File: src/rtl/beta_prefetch_buffer_if.sv
// Instruction-memory and fetch-side bus of the prefetch buffer.
// master: the prefetch buffer itself; slave: memory plus fetch consumer.
interface beta_prefetch_buffer_if #(
  parameter int unsigned DataWidth    = 32,
  parameter int unsigned AddressWidth = 32
);
  logic                    instr_req_o;
  logic [AddressWidth-1:0] instr_addr_o;
  logic                    instr_ready_i;
  logic                    instr_valid_i;
  logic [DataWidth-1:0]    instr_rdata_i;
  logic                    fetch_valid_o;
  logic [DataWidth-1:0]    fetch_instr_o;
  logic [AddressWidth-1:0] fetch_addr_o;
  logic                    fetch_ready_i;

  modport master (
    output instr_req_o, instr_addr_o, fetch_valid_o, fetch_instr_o, fetch_addr_o,
    input  instr_ready_i, instr_valid_i, instr_rdata_i, fetch_ready_i
  );

  modport slave (
    input  instr_req_o, instr_addr_o, fetch_valid_o, fetch_instr_o, fetch_addr_o,
    output instr_ready_i, instr_valid_i, instr_rdata_i, fetch_ready_i
  );
endinterface

File: src/rtl/beta_prefetch_buffer.sv
// Sequential instruction prefetcher: issues word fetches ahead of the
// consumer under an outstanding/FIFO credit rule, queues returned words with
// their addresses, and flushes/redirects on a branch strobe.
module beta_prefetch_buffer #(
  parameter int unsigned DataWidth      = 32,
  parameter int unsigned AddressWidth   = 32,
  parameter int unsigned Depth          = 4,
  parameter int unsigned MaxOutstanding = 2,
  parameter logic [AddressWidth-1:0] BootAddr = 'h0000_0080
) (
  input  logic                    clk_i,
  input  logic                    rstn_i,
  input  logic                    pf_en_i,
  input  logic                    branch_i,
  input  logic [AddressWidth-1:0] branch_addr_i,
  beta_prefetch_buffer_if.master  bus,
  output logic                    pf_busy_o
);

  localparam int unsigned AW = AddressWidth;
  localparam int unsigned OW = $clog2(MaxOutstanding + 1);
  localparam int unsigned CW = $clog2(Depth + 1);
  localparam int unsigned PW = $clog2(Depth);
  localparam int unsigned QW = (MaxOutstanding > 1) ? $clog2(MaxOutstanding) : 1;

  typedef enum logic [1:0] {
    REQ_IDLE,   // no request carried over from the previous cycle
    REQ_HOLD,   // request shown but not accepted, must stay stable
    REQ_STALE   // held request issued before a branch; its response is dropped
  } req_state_e;

  req_state_e req_state_q, req_state_d;

  logic          run_q;
  logic [AW-1:0] ptr_q;
  logic [AW-1:0] hold_addr_q;
  logic [OW-1:0] out_q;
  logic [OW-1:0] disc_q;
  logic [CW-1:0] cnt_q;
  logic [PW-1:0] rd_q, wr_q;
  logic [QW-1:0] aq_rd_q, aq_wr_q;

  logic [DataWidth-1:0] fifo_instr [Depth];
  logic [AW-1:0]        fifo_addr  [Depth];
  logic [AW-1:0]        addr_queue [MaxOutstanding];

  logic          credit, req, hold, stale, acc, fresh_acc, resp, push, pop, disc_nz;
  logic [AW-1:0] req_addr;

  // Request generation, handshake decode and FIFO push/pop qualification.
  always_comb begin
    hold      = (req_state_q != REQ_IDLE);
    stale     = (req_state_q == REQ_STALE);
    credit    = (32'(out_q) < MaxOutstanding) && ((32'(cnt_q) + 32'(out_q)) < Depth);
    req       = run_q & (hold | (pf_en_i & credit));
    req_addr  = hold ? hold_addr_q : ptr_q;
    acc       = req & bus.instr_ready_i;
    fresh_acc = acc & ~stale & ~branch_i;
    disc_nz   = (disc_q != '0);
    resp      = bus.instr_valid_i & (out_q != '0);
    push      = resp & ~branch_i & ~disc_nz;
    pop       = (cnt_q != '0) & bus.fetch_ready_i & ~branch_i;

    bus.instr_req_o   = req;
    bus.instr_addr_o  = req ? req_addr : '0;
    bus.fetch_valid_o = (cnt_q != '0);
    bus.fetch_instr_o = (cnt_q != '0) ? fifo_instr[rd_q] : '0;
    bus.fetch_addr_o  = (cnt_q != '0) ? fifo_addr[rd_q]  : '0;
    pf_busy_o         = (out_q != '0) | disc_nz | req;
  end

  // Request hold state: a shown-but-unaccepted request stays on the bus; a
  // branch while it waits marks it stale.
  always_comb begin
    req_state_d = REQ_IDLE;
    if (req && !bus.instr_ready_i) begin
      req_state_d = (branch_i || stale) ? REQ_STALE : REQ_HOLD;
    end
  end

  // Request state register, held address and post-reset start-up delay.
  always_ff @(posedge clk_i or negedge rstn_i) begin
    if (!rstn_i) begin
      req_state_q <= REQ_IDLE;
      hold_addr_q <= '0;
      run_q       <= 1'b0;
    end else begin
      req_state_q <= req_state_d;
      hold_addr_q <= req_addr;
      run_q       <= 1'b1;
    end
  end

  // Fetch pointer: branch target wins, otherwise advance on a live acceptance.
  always_ff @(posedge clk_i or negedge rstn_i) begin
    if (!rstn_i) begin
      ptr_q <= BootAddr & ~AW'(3);
    end else if (branch_i) begin
      ptr_q <= branch_addr_i & ~AW'(3);
    end else if (fresh_acc) begin
      ptr_q <= ptr_q + AW'(4);
    end
  end

  // Outstanding and discard counters. On a branch every request still in
  // flight, including one accepted this cycle, becomes a discard.
  always_ff @(posedge clk_i or negedge rstn_i) begin
    if (!rstn_i) begin
      out_q  <= '0;
      disc_q <= '0;
    end else begin
      out_q <= out_q + OW'(acc) - OW'(resp);
      if (branch_i) begin
        disc_q <= out_q + OW'(acc) - OW'(resp);
      end else begin
        disc_q <= disc_q + OW'(acc & stale) - OW'(resp & disc_nz);
      end
    end
  end

  // FIFO and address-queue pointers; a branch empties both.
  always_ff @(posedge clk_i or negedge rstn_i) begin
    if (!rstn_i) begin
      cnt_q   <= '0;
      rd_q    <= '0;
      wr_q    <= '0;
      aq_rd_q <= '0;
      aq_wr_q <= '0;
    end else if (branch_i) begin
      cnt_q   <= '0;
      rd_q    <= '0;
      wr_q    <= '0;
      aq_rd_q <= '0;
      aq_wr_q <= '0;
    end else begin
      cnt_q <= cnt_q + CW'(push) - CW'(pop);
      if (pop)  rd_q <= rd_q + 1'b1;
      if (push) wr_q <= wr_q + 1'b1;
      if (fresh_acc) begin
        aq_wr_q <= (aq_wr_q == QW'(MaxOutstanding - 1)) ? '0 : aq_wr_q + 1'b1;
      end
      if (push) begin
        aq_rd_q <= (aq_rd_q == QW'(MaxOutstanding - 1)) ? '0 : aq_rd_q + 1'b1;
      end
    end
  end

  // Storage writes: response data with its request address, and addresses
  // of accepted live requests.
  always_ff @(posedge clk_i) begin
    if (push) begin
      fifo_instr[wr_q] <= bus.instr_rdata_i;
      fifo_addr[wr_q]  <= addr_queue[aq_rd_q];
    end
    if (fresh_acc) begin
      addr_queue[aq_wr_q] <= req_addr;
    end
  end

  a_no_orphan_resp: assert property (@(posedge clk_i) disable iff (!rstn_i)
    !(bus.instr_valid_i && (out_q == '0)));

endmodule
File: src/flat_wrapper.sv
// flat-port wrapper written by rule: the top's interface ports become plain ports
module beta_prefetch_buffer_flat 
#(
  parameter int unsigned DataWidth      = 32,
  parameter int unsigned AddressWidth   = 32,
  parameter int unsigned Depth          = 4,
  parameter int unsigned MaxOutstanding = 2,
  parameter logic [AddressWidth-1:0] BootAddr = 'h0000_0080
)
  (clk_i, rstn_i, pf_en_i, branch_i, branch_addr_i, pf_busy_o, bus_instr_req_o, bus_instr_addr_o, bus_fetch_valid_o, bus_fetch_instr_o, bus_fetch_addr_o, bus_instr_ready_i, bus_instr_valid_i, bus_instr_rdata_i, bus_fetch_ready_i);
  beta_prefetch_buffer_if #(.DataWidth(DataWidth), .AddressWidth(AddressWidth)) bus_i ();
  input  logic clk_i;
  input  logic rstn_i;
  input  logic pf_en_i;
  input  logic branch_i;
  input  logic [AddressWidth-1:0] branch_addr_i;
  output logic pf_busy_o;
  output wire logic [$bits(bus_i.instr_req_o)-1:0] bus_instr_req_o;
  output wire logic [$bits(bus_i.instr_addr_o)-1:0] bus_instr_addr_o;
  output wire logic [$bits(bus_i.fetch_valid_o)-1:0] bus_fetch_valid_o;
  output wire logic [$bits(bus_i.fetch_instr_o)-1:0] bus_fetch_instr_o;
  output wire logic [$bits(bus_i.fetch_addr_o)-1:0] bus_fetch_addr_o;
  input wire logic [$bits(bus_i.instr_ready_i)-1:0] bus_instr_ready_i;
  input wire logic [$bits(bus_i.instr_valid_i)-1:0] bus_instr_valid_i;
  input wire logic [$bits(bus_i.instr_rdata_i)-1:0] bus_instr_rdata_i;
  input wire logic [$bits(bus_i.fetch_ready_i)-1:0] bus_fetch_ready_i;
  assign bus_instr_req_o = bus_i.instr_req_o;
  assign bus_instr_addr_o = bus_i.instr_addr_o;
  assign bus_fetch_valid_o = bus_i.fetch_valid_o;
  assign bus_fetch_instr_o = bus_i.fetch_instr_o;
  assign bus_fetch_addr_o = bus_i.fetch_addr_o;
  assign bus_i.instr_ready_i = bus_instr_ready_i;
  assign bus_i.instr_valid_i = bus_instr_valid_i;
  assign bus_i.instr_rdata_i = bus_instr_rdata_i;
  assign bus_i.fetch_ready_i = bus_fetch_ready_i;
  beta_prefetch_buffer #(.DataWidth(DataWidth), .AddressWidth(AddressWidth), .Depth(Depth), .MaxOutstanding(MaxOutstanding), .BootAddr(BootAddr)) u_core (.clk_i(clk_i), .rstn_i(rstn_i), .pf_en_i(pf_en_i), .branch_i(branch_i), .branch_addr_i(branch_addr_i), .bus(bus_i), .pf_busy_o(pf_busy_o));
endmodule
File: config.mk
export PLATFORM = sky130hd
export DESIGN_NAME = beta_prefetch_buffer_flat
export DESIGN_NICKNAME = d
export VERILOG_FILES = /design/src/rtl/beta_prefetch_buffer_if.sv /design/src/rtl/beta_prefetch_buffer.sv /design/src/flat_wrapper.sv
export SDC_FILE = /design/constraint.sdc
export NUM_CORES = 1
export LEC_CHECK = 0
export ABC_AREA = 1
export ABC_CLOCK_PERIOD_IN_PS = 7900
export CORE_MARGIN = 1.5
export CORE_UTILIZATION = 60
export DETAILED_ROUTE_END_ITERATION = 7
export HOLD_SLACK_MARGIN = 0.12
export PLACE_DENSITY = 0.84
export SYNTH_ARGS = -nofsm -noshare
export SYNTH_HDL_FRONTEND = slang
export SYNTH_SLANG_ARGS = --single-unit
File: constraint.sdc
create_clock -name clk_i -period 7.9 [get_ports clk_i]
set_input_delay 1.58 -clock clk_i [delete_from_list [all_inputs] [get_ports clk_i]]
set_output_delay 1.58 -clock clk_i [all_outputs]
set_load 0.01 [all_outputs]
* Word-level counts from Yosys, hierarchy flattened
Memory sizes are Yosys's and may differ from the RTL's.
Cells that the tools add are included.
** Word-level totals
- Output and inout port bits :: 99
- RAM bits :: 320
- Memories :: 3
- Bits of input ports :: 71
- Register bits after elaboration :: 80
- Word-level logic and storage cells :: 82
** Cells by class
- Reduce and logical (&&, ||, !) cells :: 11
- Add/subtract/negate cells :: 12
- Magnitude comparators :: 2
- Multiplexer cells :: 24
- Bitwise logic cells :: 18
- Equal/unequal tests :: 1
** Memory list
- u_core.fifo_addr :: depth 4, bits a word 32, rd ports 1, clocked after memory_dff 0, write ports 1, RTL line beta_prefetch_buffer.sv:44 : logic [AW-1:0] fifo_addr [Depth];
- u_core.fifo_instr :: depth 4, bits a word 32, rd ports 1, clocked after memory_dff 0, write ports 1, RTL line beta_prefetch_buffer.sv:43 : logic [DataWidth-1:0] fifo_instr [Depth];
- u_core.addr_queue :: depth 2, bits a word 32, rd ports 1, clocked after memory_dff 0, write ports 1, RTL line beta_prefetch_buffer.sv:45 : logic [AW-1:0] addr_queue [MaxOutstanding];
** Operators with widths (number)
- two-way mux 32 bit :: 6
- adder 32 x 3 -> 32 bit, second input constant :: 1
- less-than comparator 32 x 3 -> 1 bit, second input constant :: 1
- two-way mux 2 bit :: 7
- bitwise AND 1 bit :: 12
- nonzero test 2 bit :: 6
- two-way mux 1 bit :: 10
- adder 2 x 1 -> 2 bit, second input constant :: 2
- adder 3 x 2 -> 4 bit :: 1
- adder 3 x 1 -> 3 bit :: 1
- two-way mux 3 bit :: 1
- inverter 1 bit :: 3
- bitwise OR 1 bit :: 3
- nonzero test 3 bit :: 1
- subtractor 3 x 1 -> 3 bit :: 1
- adder 1 bit, second input constant :: 2
- adder 2 x 1 -> 2 bit :: 1
- adder 2 bit :: 1
- == test 2 bit, second input constant :: 1
- logical AND 1 bit :: 2
- less-than comparator 2 bit, second input constant :: 1
- subtractor 2 x 1 -> 2 bit :: 1
- subtractor 2 bit :: 1
- zero test 1 bit :: 1
- logical OR 1 bit :: 1

* Depth between registers and ports, before layout
- Depth after elaboration :: 11
- Depth in mapped cells :: 12

* Worst setup path before layout
No wires, ideal clock.
- Path type :: input to register
- From :: input branch_i
- To :: memory u_core.fifo_addr[0][0] (netlist name), enable pin
- Required time :: 7.413 ns
- Setup slack :: 2.580 ns
- Path buffers :: 2
- Stages on the path :: 5
- Arrival :: 4.833 ns
- Setup time :: 0.487 ns
- Cell sequence :: buf_2 inv_1 buf_2 nand3_1 nor2_1
** Between the ends
- Longest elaborated chain between the ends :: 5
** RTL lines
- start, declared :: RTL line flat_wrapper.sv:15 : input logic branch_i;
- inverter 1 bit :: RTL line beta_prefetch_buffer.sv:61 : push = resp & ~branch_i & ~disc_nz;
- bitwise AND 1 bit (2 in series) :: RTL line beta_prefetch_buffer.sv:61
- two-way mux 1 bit :: RTL line beta_prefetch_buffer.sv:151 : if (push) begin
- two-way mux 1 bit (implied by the code) :: RTL line beta_prefetch_buffer.sv:153 : fifo_addr[wr_q] <= addr_queue[aq_rd_q];
- end, declared :: RTL line beta_prefetch_buffer.sv:44
Every way passes these cells.

* Worst setup path in the final report
- From :: input pf_en_i
- To :: output bus_instr_addr_o[25]
** Between the ends
- Longest elaborated chain between the ends :: 4
** RTL lines
- start, declared :: RTL line flat_wrapper.sv:14 : input logic pf_en_i;
- bitwise AND 1 bit :: RTL line beta_prefetch_buffer.sv:55 : req = run_q & (hold | (pf_en_i & credit));
- bitwise OR 1 bit :: RTL line beta_prefetch_buffer.sv:55
- bitwise AND 1 bit :: RTL line beta_prefetch_buffer.sv:55
- two-way mux 32 bit :: RTL line beta_prefetch_buffer.sv:65 : bus.instr_addr_o = req ? req_addr : '0;
- end, declared :: RTL line flat_wrapper.sv:19 : output wire logic [$bits(bus_i.instr_addr_o)-1:0] bus_instr_addr_o;
Every way passes these cells.

==> metrics.txt <==
# TYPE chip_impl_metric gauge
chip_impl_info{name="status",value="finished clean"} 1
chip_impl_metric{name="final.setup_skew",unit="ns"} 0.0133
chip_impl_info{name="critical_path_slowest_stage_cell",value="clkdlybuf4s50_1"} 1
chip_impl_metric{name="number_of_vias_per_cell",unit=""} 5.52
chip_impl_metric{name="antenna-diode-count",unit=""} 0
chip_impl_metric{name="drt.antenna.violating_nets",unit=""} 0
chip_impl_metric{name="maxSlewHeadroom",unit=""} 0.171
chip_impl_info{name="rr_startpoint",value="u_core.cnt_q[1]"} 1
chip_impl_metric{name="antenna_found_initial",unit=""} 0
chip_impl_metric{name="synth_seq_area_share",unit=""} 0.689
chip_impl_metric{name="flow.area_growth_from_synthesis",unit="%"} 19.8
chip_impl_info{name="ys_top_cells_by_area",value="edfxtp_1 (57%), dfrtp_1 (11%), nor2_1 (7.8%), o21ai_0 (5.3%), nand2_1 (4.6%)"} 1
chip_impl_metric{name="numPortBuffers",unit=""} 167
chip_impl_info{name="synth_top_flop_cell",value="edfxtp_1"} 1
chip_impl_metric{name="remaining_drc_errors",unit=""} 0
chip_impl_info{name="cp-startpoint",value="pf_en_i"} 1
chip_impl_metric{name="design.core.area",unit="um^2"} 27600
chip_impl_metric{name="post_cts_buffers",unit=""} 0
chip_impl_metric{name="clock_sinks",unit=""} 398
chip_impl_metric{name="floorplan.initialDensity",unit=""} 0.607
chip_impl_metric{name="grt_start_max_net_pins",unit=""} 119
chip_impl_metric{name="first_iter_violations",unit=""} 1172
chip_impl_metric{name="critical_path_peak_fanout",unit=""} 35
chip_impl_info{name="cp_top_family",value="buffers and inverters"} 1
chip_impl_metric{name="arrival",unit="ns"} 3.60
chip_impl_metric{name="fraction_of_layout_cells_with_a_size_suffix_above_1",unit=""} 0.0885
chip_impl_metric{name="route.detailed.wl_per_inst",unit="um"} 18.6
chip_impl_metric{name="die_width",unit="um"} 170
chip_impl_metric{name="timing.final.crit_share",unit=""} 0.656
chip_impl_metric{name="placement.setup.worst_slack",unit="ns"} 2.69
chip_impl_metric{name="synthesis.area",unit="um^2"} 16800
chip_impl_metric{name="chip_height",unit="um"} 170
chip_impl_metric{name="yosys_warnings",unit=""} 0
chip_impl_metric{name="core.rowCount",unit=""} 61
chip_impl_metric{name="detailedPlacementHpwl",unit="um"} 23800
chip_impl_metric{name="final_nets",unit=""} 1761
chip_impl_info{name="cts_root_buffer",value="clkbuf_16"} 1
chip_impl_metric{name="timing_max_transition_violations_final",unit=""} 0
chip_impl_metric{name="switching_share_of_power",unit=""} 0.313
chip_impl_info{name="synth_area_leader",value="edfxtp_1"} 1
chip_impl_metric{name="max_freq",unit="MHz"} 193
chip_impl_metric{name="finalSetupViolations",unit=""} 0
chip_impl_metric{name="ir_drop",unit="V"} 0.000289
chip_impl_info{name="critical_path.cell_chain",value="clkdlybuf4s50_1 -> inv_1 -> nor2_1 -> nand3_1 -> nand2_1 -> nand2_2 -> nor2_1 -> clkdlybuf4s50_1"} 1
chip_impl_info{name="synth.cells.most_frequent",value="nor2_1 (349), edfxtp_1 (320), nand2_1 (205)"} 1
chip_impl_metric{name="sequentialPowerShare",unit=""} 0.409
chip_impl_metric{name="final_core_util",unit=""} 0.728
chip_impl_metric{name="post-route-worst-setup-slack",unit="ns"} 2.72
chip_impl_metric{name="cts.path.max_buffers",unit=""} 3
chip_impl_metric{name="tritoncts.num_buffers",unit=""} 40
chip_impl_info{name="worst_hold_path_type",value="flop to flop"} 1
chip_impl_info{name="worstSetupEndpointType",value="output pin"} 1
chip_impl_metric{name="clock_share_of_power",unit=""} 0.295
chip_impl_metric{name="worst-slew-pin-transition",unit="ns"} 1.24
chip_impl_metric{name="clkLatencyLatePin",unit="ns"} 0.52
chip_impl_metric{name="power_density",unit="nW/um^2"} 318
chip_impl_metric{name="clkSlewWorstSetupHoldPaths",unit="ns"} 0.07
chip_impl_metric{name="max_cap_viol_count",unit=""} 0
chip_impl_metric{name="synth_edf_count",unit=""} 320
chip_impl_metric{name="grt.overflow.total",unit=""} 0
chip_impl_metric{name="synthDistinctLibCells",unit=""} 33
chip_impl_metric{name="cp_slowest_stage_delay",unit="ns"} 0.57
chip_impl_metric{name="hold_violations",unit=""} 0
chip_impl_info{name="min_from",value="u_core.ptr_q[30]"} 1
chip_impl_metric{name="first_global_vias",unit=""} 11126
chip_impl_metric{name="syn-mean-instance-area",unit="um^2"} 11.0
chip_impl_metric{name="htree_levels",unit=""} 2
chip_impl_metric{name="via_count",unit=""} 11504
chip_impl_metric{name="internal-power",unit="W"} 0.00438
chip_impl_info{name="most_repeated_cell_in_the_gate_level_netlist_after_synthesis",value="nor2_1"} 1
chip_impl_info{name="critical_path.startpoint_type",value="input pin"} 1
chip_impl_metric{name="worst-path-buf-inv",unit=""} 3
chip_impl_metric{name="ys_ff_latch",unit=""} 398
chip_impl_metric{name="first_pass_grt_wire_length",unit="um"} 59800
chip_impl_metric{name="total_power_after_layout",unit="W"} 0.00638
chip_impl_metric{name="first_pass_iters",unit=""} 5
chip_impl_metric{name="wirelength",unit="um"} 38800
chip_impl_metric{name="synth.top_cell.area_share",unit=""} 0.573
chip_impl_metric{name="cellLeakagePower",unit="nW"} 7.58
chip_impl_metric{name="asyncSetResetFlopFracSynth",unit=""} 0.196
chip_impl_metric{name="mappedNetlistNets",unit=""} 1608
chip_impl_metric{name="design.portCount",unit=""} 170
chip_impl_metric{name="number_of_gates_given_a_new_drive_strength_after_cts",unit=""} 0
chip_impl_metric{name="groute.usage.overall",unit=""} 0.271
chip_impl_metric{name="hold_buffers",unit=""} 0
chip_impl_metric{name="design.die.area",unit="um^2"} 29000
chip_impl_metric{name="syn-instance-count",unit=""} 1524
chip_impl_metric{name="power.combinational.fraction",unit=""} 0.296
chip_impl_info{name="unrepaired_setup_endpoints_after_global_routing",value="no"} 1
chip_impl_metric{name="p_sw",unit="W"} 0.00200
chip_impl_metric{name="final_period_minus_worst_setup_slack",unit="ns"} 5.18
chip_impl_info{name="tritoncts_clock_tree",value="done"} 1
chip_impl_metric{name="totalNegativeSetupSlack",unit="ns"} 0
chip_impl_metric{name="place_congestion",unit=""} 0.937
chip_impl_metric{name="cp_data_required_time",unit="ns"} 6.32
chip_impl_info{name="critPathKind",value="input pin to output pin"} 1
[metrics by stage]
step,hold slack [ns],instances,area [um^2]
2_1_floorplan,0.492,1524,16800
3_3_place_gp,0.532,2013,18800
3_5_place_dp,0.533,2013,18800
4_1_cts,0.550,2085,20100
5_1_grt,0.599,2085,20100
6_report,0.546,2085,20100
[worst register-to-register path, cell delays in order, from the launching register on]
cell and delay (ns):
dfrtp_1 0.43, or2_2 0.34, nor2_4 0.08, buf_4 0.64
nor2_1 0.18, inv_1 0.18, nor2_1 0.07, ha_1 0.29
inv_1 0.06, ha_1 0.13, inv_1 0.05, fa_1 0.37
and3_1 0.18, nor3_1 0.12
[worst paths after layout]
kind	to	slack, ns	depth (start not counted)
max	bus_instr_addr_o[25]	2.72	8
min	u_core.ptr_q[30]	0.55	2
max reg2reg	u_core.cnt_q[2]	4.71	13
min reg2reg	u_core.ptr_q[30]	0.55	2
max in group asynchronous	u_core.rd_q[0]	5.92	1
min in group asynchronous	u_core.ptr_q[22]	1.21	1
[layout by cell type (no fill, tap or decap), types with 2 or more instances in the layout]
cell and instances:
ha_1 12, nor2_1 342, nand2_2 5, or2_2 5, clkinvlp_4 2, clkinv_1 2, nor2_2 2, o21ai_1 3
bufinv_16 3, a31oi_1 2, inv_1 95, nor3_1 5, mux2_2 32, nand2_1 205, clkbuf_1 8, nor2_4 11
clkinv_4 2, dfrtp_1 75, clkbuf_16 41, clkbuf_8 7, o21ai_0 178, nand3_1 58, xnor2_1 3, edfxtp_1 320
xor2_1 10, buf_4 20, a21oi_1 68, clkinv_2 6, nand3_4 2, inv_2 7, clkdlybuf4s50_1 166
[state kept, by name, indices dropped and copies added, names as in the netlist]
register            flops
u_core.req_state_q      2
u_core.aq_rd_q          1
u_core.disc_q           2
u_core.fifo_instr     128
u_core.out_q            2
u_core.ptr_q           30
u_core.hold_addr_q     32
u_core.run_q            1
u_core.aq_wr_q          1
u_core.rd_q             2
u_core.fifo_addr      128
u_core.cnt_q            3
u_core.wr_q             2
u_core.addr_queue      64
[cells by family after synthesis]
family | after synthesis | synth area share
compound gates | 251 | 0.0750
mux | 32 | 0.0215
xor+xnor | 13 | 0.00679
fa+ha+maj | 13 | 0.0101
buf+inv | 177 | 0.0427
simple gates | 639 | 0.154
other cells | 1 | 0.000224
flops | 398 | 0.689
[power by group through the flow]
stage	registers (W)	logic [W]	clock network [W]
final	0.00261	0.00189	0.00189
after global routing	0.00263	0.00207	0.00199
after CTS	0.00261	0.00189	0.00190
after detailed placement	0.00265	0.00187	0
after global placement	0.00264	0.00181	0
after floorplan	0.00261	0.00105	0
[layer usage]
layer / wire, um / share of wire / vias to the layer above / global-route usage
met5: 0 / 0 / - / 0
li1: - / - / 5456 / -
met2: 18700 / 0.48 / 455 / 0.446
met4: 864 / 0.022 / 0 / 0.0754
met3: 2960 / 0.076 / 68 / 0.0512
met1: 16300 / 0.42 / 5525 / 0.373
[final cells by class]
type                    instances  area [um^2]
well taps                     378          473
repair buffers                186         1810
clock inverters                16          169
clock buffers                  56         1150
flip-flops and latches        398        11600
fillers                      1848         7530
multi-input cells             949         4550
inverters                     102          383
No activity file was read; power rests on OpenSTA's default activity.
==> patch: new RTL, config.mk and constraints unchanged <==
Make the reset (`rstn_i`) synchronous in 4 clocked blocks.
--- a/src/rtl/beta_prefetch_buffer.sv
+++ b/src/rtl/beta_prefetch_buffer.sv
@@ -79,7 +79,7 @@
   end
 
   // Request state register, held address and post-reset start-up delay.
-  always_ff @(posedge clk_i or negedge rstn_i) begin
+  always_ff @(posedge clk_i) begin
     if (!rstn_i) begin
       req_state_q <= REQ_IDLE;
       hold_addr_q <= '0;
@@ -92,7 +92,7 @@
   end
 
   // Fetch pointer: branch target wins, otherwise advance on a live acceptance.
-  always_ff @(posedge clk_i or negedge rstn_i) begin
+  always_ff @(posedge clk_i) begin
     if (!rstn_i) begin
       ptr_q <= BootAddr & ~AW'(3);
     end else if (branch_i) begin
@@ -104,7 +104,7 @@
 
   // Outstanding and discard counters. On a branch every request still in
   // flight, including one accepted this cycle, becomes a discard.
-  always_ff @(posedge clk_i or negedge rstn_i) begin
+  always_ff @(posedge clk_i) begin
     if (!rstn_i) begin
       out_q  <= '0;
       disc_q <= '0;
@@ -119,7 +119,7 @@
   end
 
   // FIFO and address-queue pointers; a branch empties both.
-  always_ff @(posedge clk_i or negedge rstn_i) begin
+  always_ff @(posedge clk_i) begin
     if (!rstn_i) begin
       cnt_q   <= '0;
       rd_q    <= '0;
Check against the original RTL: differs if rstn_i is asserted again (counterexample within 4 cycles, from zero or initial values and one cycle with rstn_i low); with rstn_i held inactive, the same outputs for 4 cycles.
==> patch against the original RTL <==
- sequential share of layout area shrank 1.6 points
- synthesized area is essentially flat
- setup slack lost 0.41 ns
- hold slack lost 0.064 ns
- non-clock buffer count shrank 4
- design area shrank 0.17%
- routed wire length shrank 1.6%
- sequential cell count grew 3
Power is not compared: it rests on default switching activity, and its combinational part moved more than twofold at a synthesized area within 25%.
==> patch: results <==
set metrics [dict create \
    outcome "finished, final reports clean" \
    vias 11853 \
    comb_power_share_pct 9.1 \
    final_nets 1824 \
    io_buffers 167 \
    seq_power_share_pct 50.2 \
    synthArstFlopShare_pct 0 \
    synth_area_per_cell_um2 10.49 \
    grt_pass1_wl_mm 59.73 \
    stdcell_area_um2 20070 \
    ys_types 32 \
    drive_gt1_share_pct 8.314 \
    ys_warn_count 0 \
    fin_skew_ns 0.02497 \
    first_iter_violations 1132 \
    antenna_found_initial 0 \
    diodes 0 \
    grt_max_degree 129 \
    slew_headroom_pct 21.84 \
    ys_seq_area_share_pct 66.93 \
    syn-num-nets 1683 \
    track_usage_pct 26.50 \
    cts_setup_buffers 0 \
    instances_no_fill 2146 \
    timing.critical_path.arrival_ns 4.02 \
    dp_hpwl_mm 23.02 \
    synth_commonest_cells "nor2_1 (383), edfxtp_1 (320), nand2_1 (189)" \
    slew_viol_final 0 \
    gp_congestion 0.9712 \
    detail_route.wirelength_mm 38.20 \
    cp_max_fo 34 \
    placed_area_um2 18720 \
    clkTransAtPathRegs_ns 0.06 \
    pre_cts_ws_ns 2.321 \
    cts_buffers 39 \
    dr.pass1.iters 6 \
    synthTopCellsByArea "edfxtp_1 (57%), dfxtp_1 (9.7%), nor2_1 (8.6%)" \
    fill_cells 1862 \
]
-- patch: cell count changes after synthesis, moves of 5 or more --
cell / delta
a21oi_1: +22
clkbuf_1: +8
dfrtp_1: -77
dfxtp_1: +81
inv_1: +10
nand2_1: -16
nor2_1: +34
nor2_2: +8
o21ai_1: +5
-- patch: worst max-delay path: stages --
cell and delay, ns:
clkdlybuf4s50_1 0.46, inv_1 0.04, nor2_1 0.08, nand3_1 0.09
nand2_1 0.11, nand2_1 0.67, nor2_1 0.36, clkdlybuf4s50_1 0.61
-- patch: path summary, 6_finish.rpt --
check,slack [ns],cells after the start,start,to
max,2.30,8,pf_en_i,bus_instr_addr_o[8]
min,0.48,2,u_core.ptr_q[31],u_core.ptr_q[31]
max reg2reg,4.36,9,u_core.cnt_q[1],u_core.addr_queue[0][30]
min reg2reg,0.48,2,u_core.ptr_q[31],u_core.ptr_q[31]
-- patch: cell type report --
class	instances	share of cell area (%)
Multi-Input combinational cell	1004	23.96
Clock buffer	47	5.119
Sequential cell	401	55.99
Tap cell	378	2.357
Timing Repair Buffer	182	8.891
Clock inverter	21	1.571
Inverter	113	2.114
-- patch: metal layers --
layer / track usage (%) / up-vias / share of wire [%]
met4: 7.734 / 0 / 2.0
met2: 46.24 / 440 / 49
li1: - / 5666 / -
met1: 34.32 / 5683 / 42
met3: 4.279 / 64 / 6.5
met5: 0 / - / 0
-- patch: logic make-up after synthesis --
| family | share of synthesized area [%] |
|---|---|
| AOI/OAI and AO/OA | 8.440 |
| adders and majority gates | 0.9395 |
| and+or+nand+nor | 16.22 |
| muxes | 2.147 |
| xor gates and xnor gates | 0.6263 |
| buffers and inverters | 4.697 |
| DFF | 66.93 |
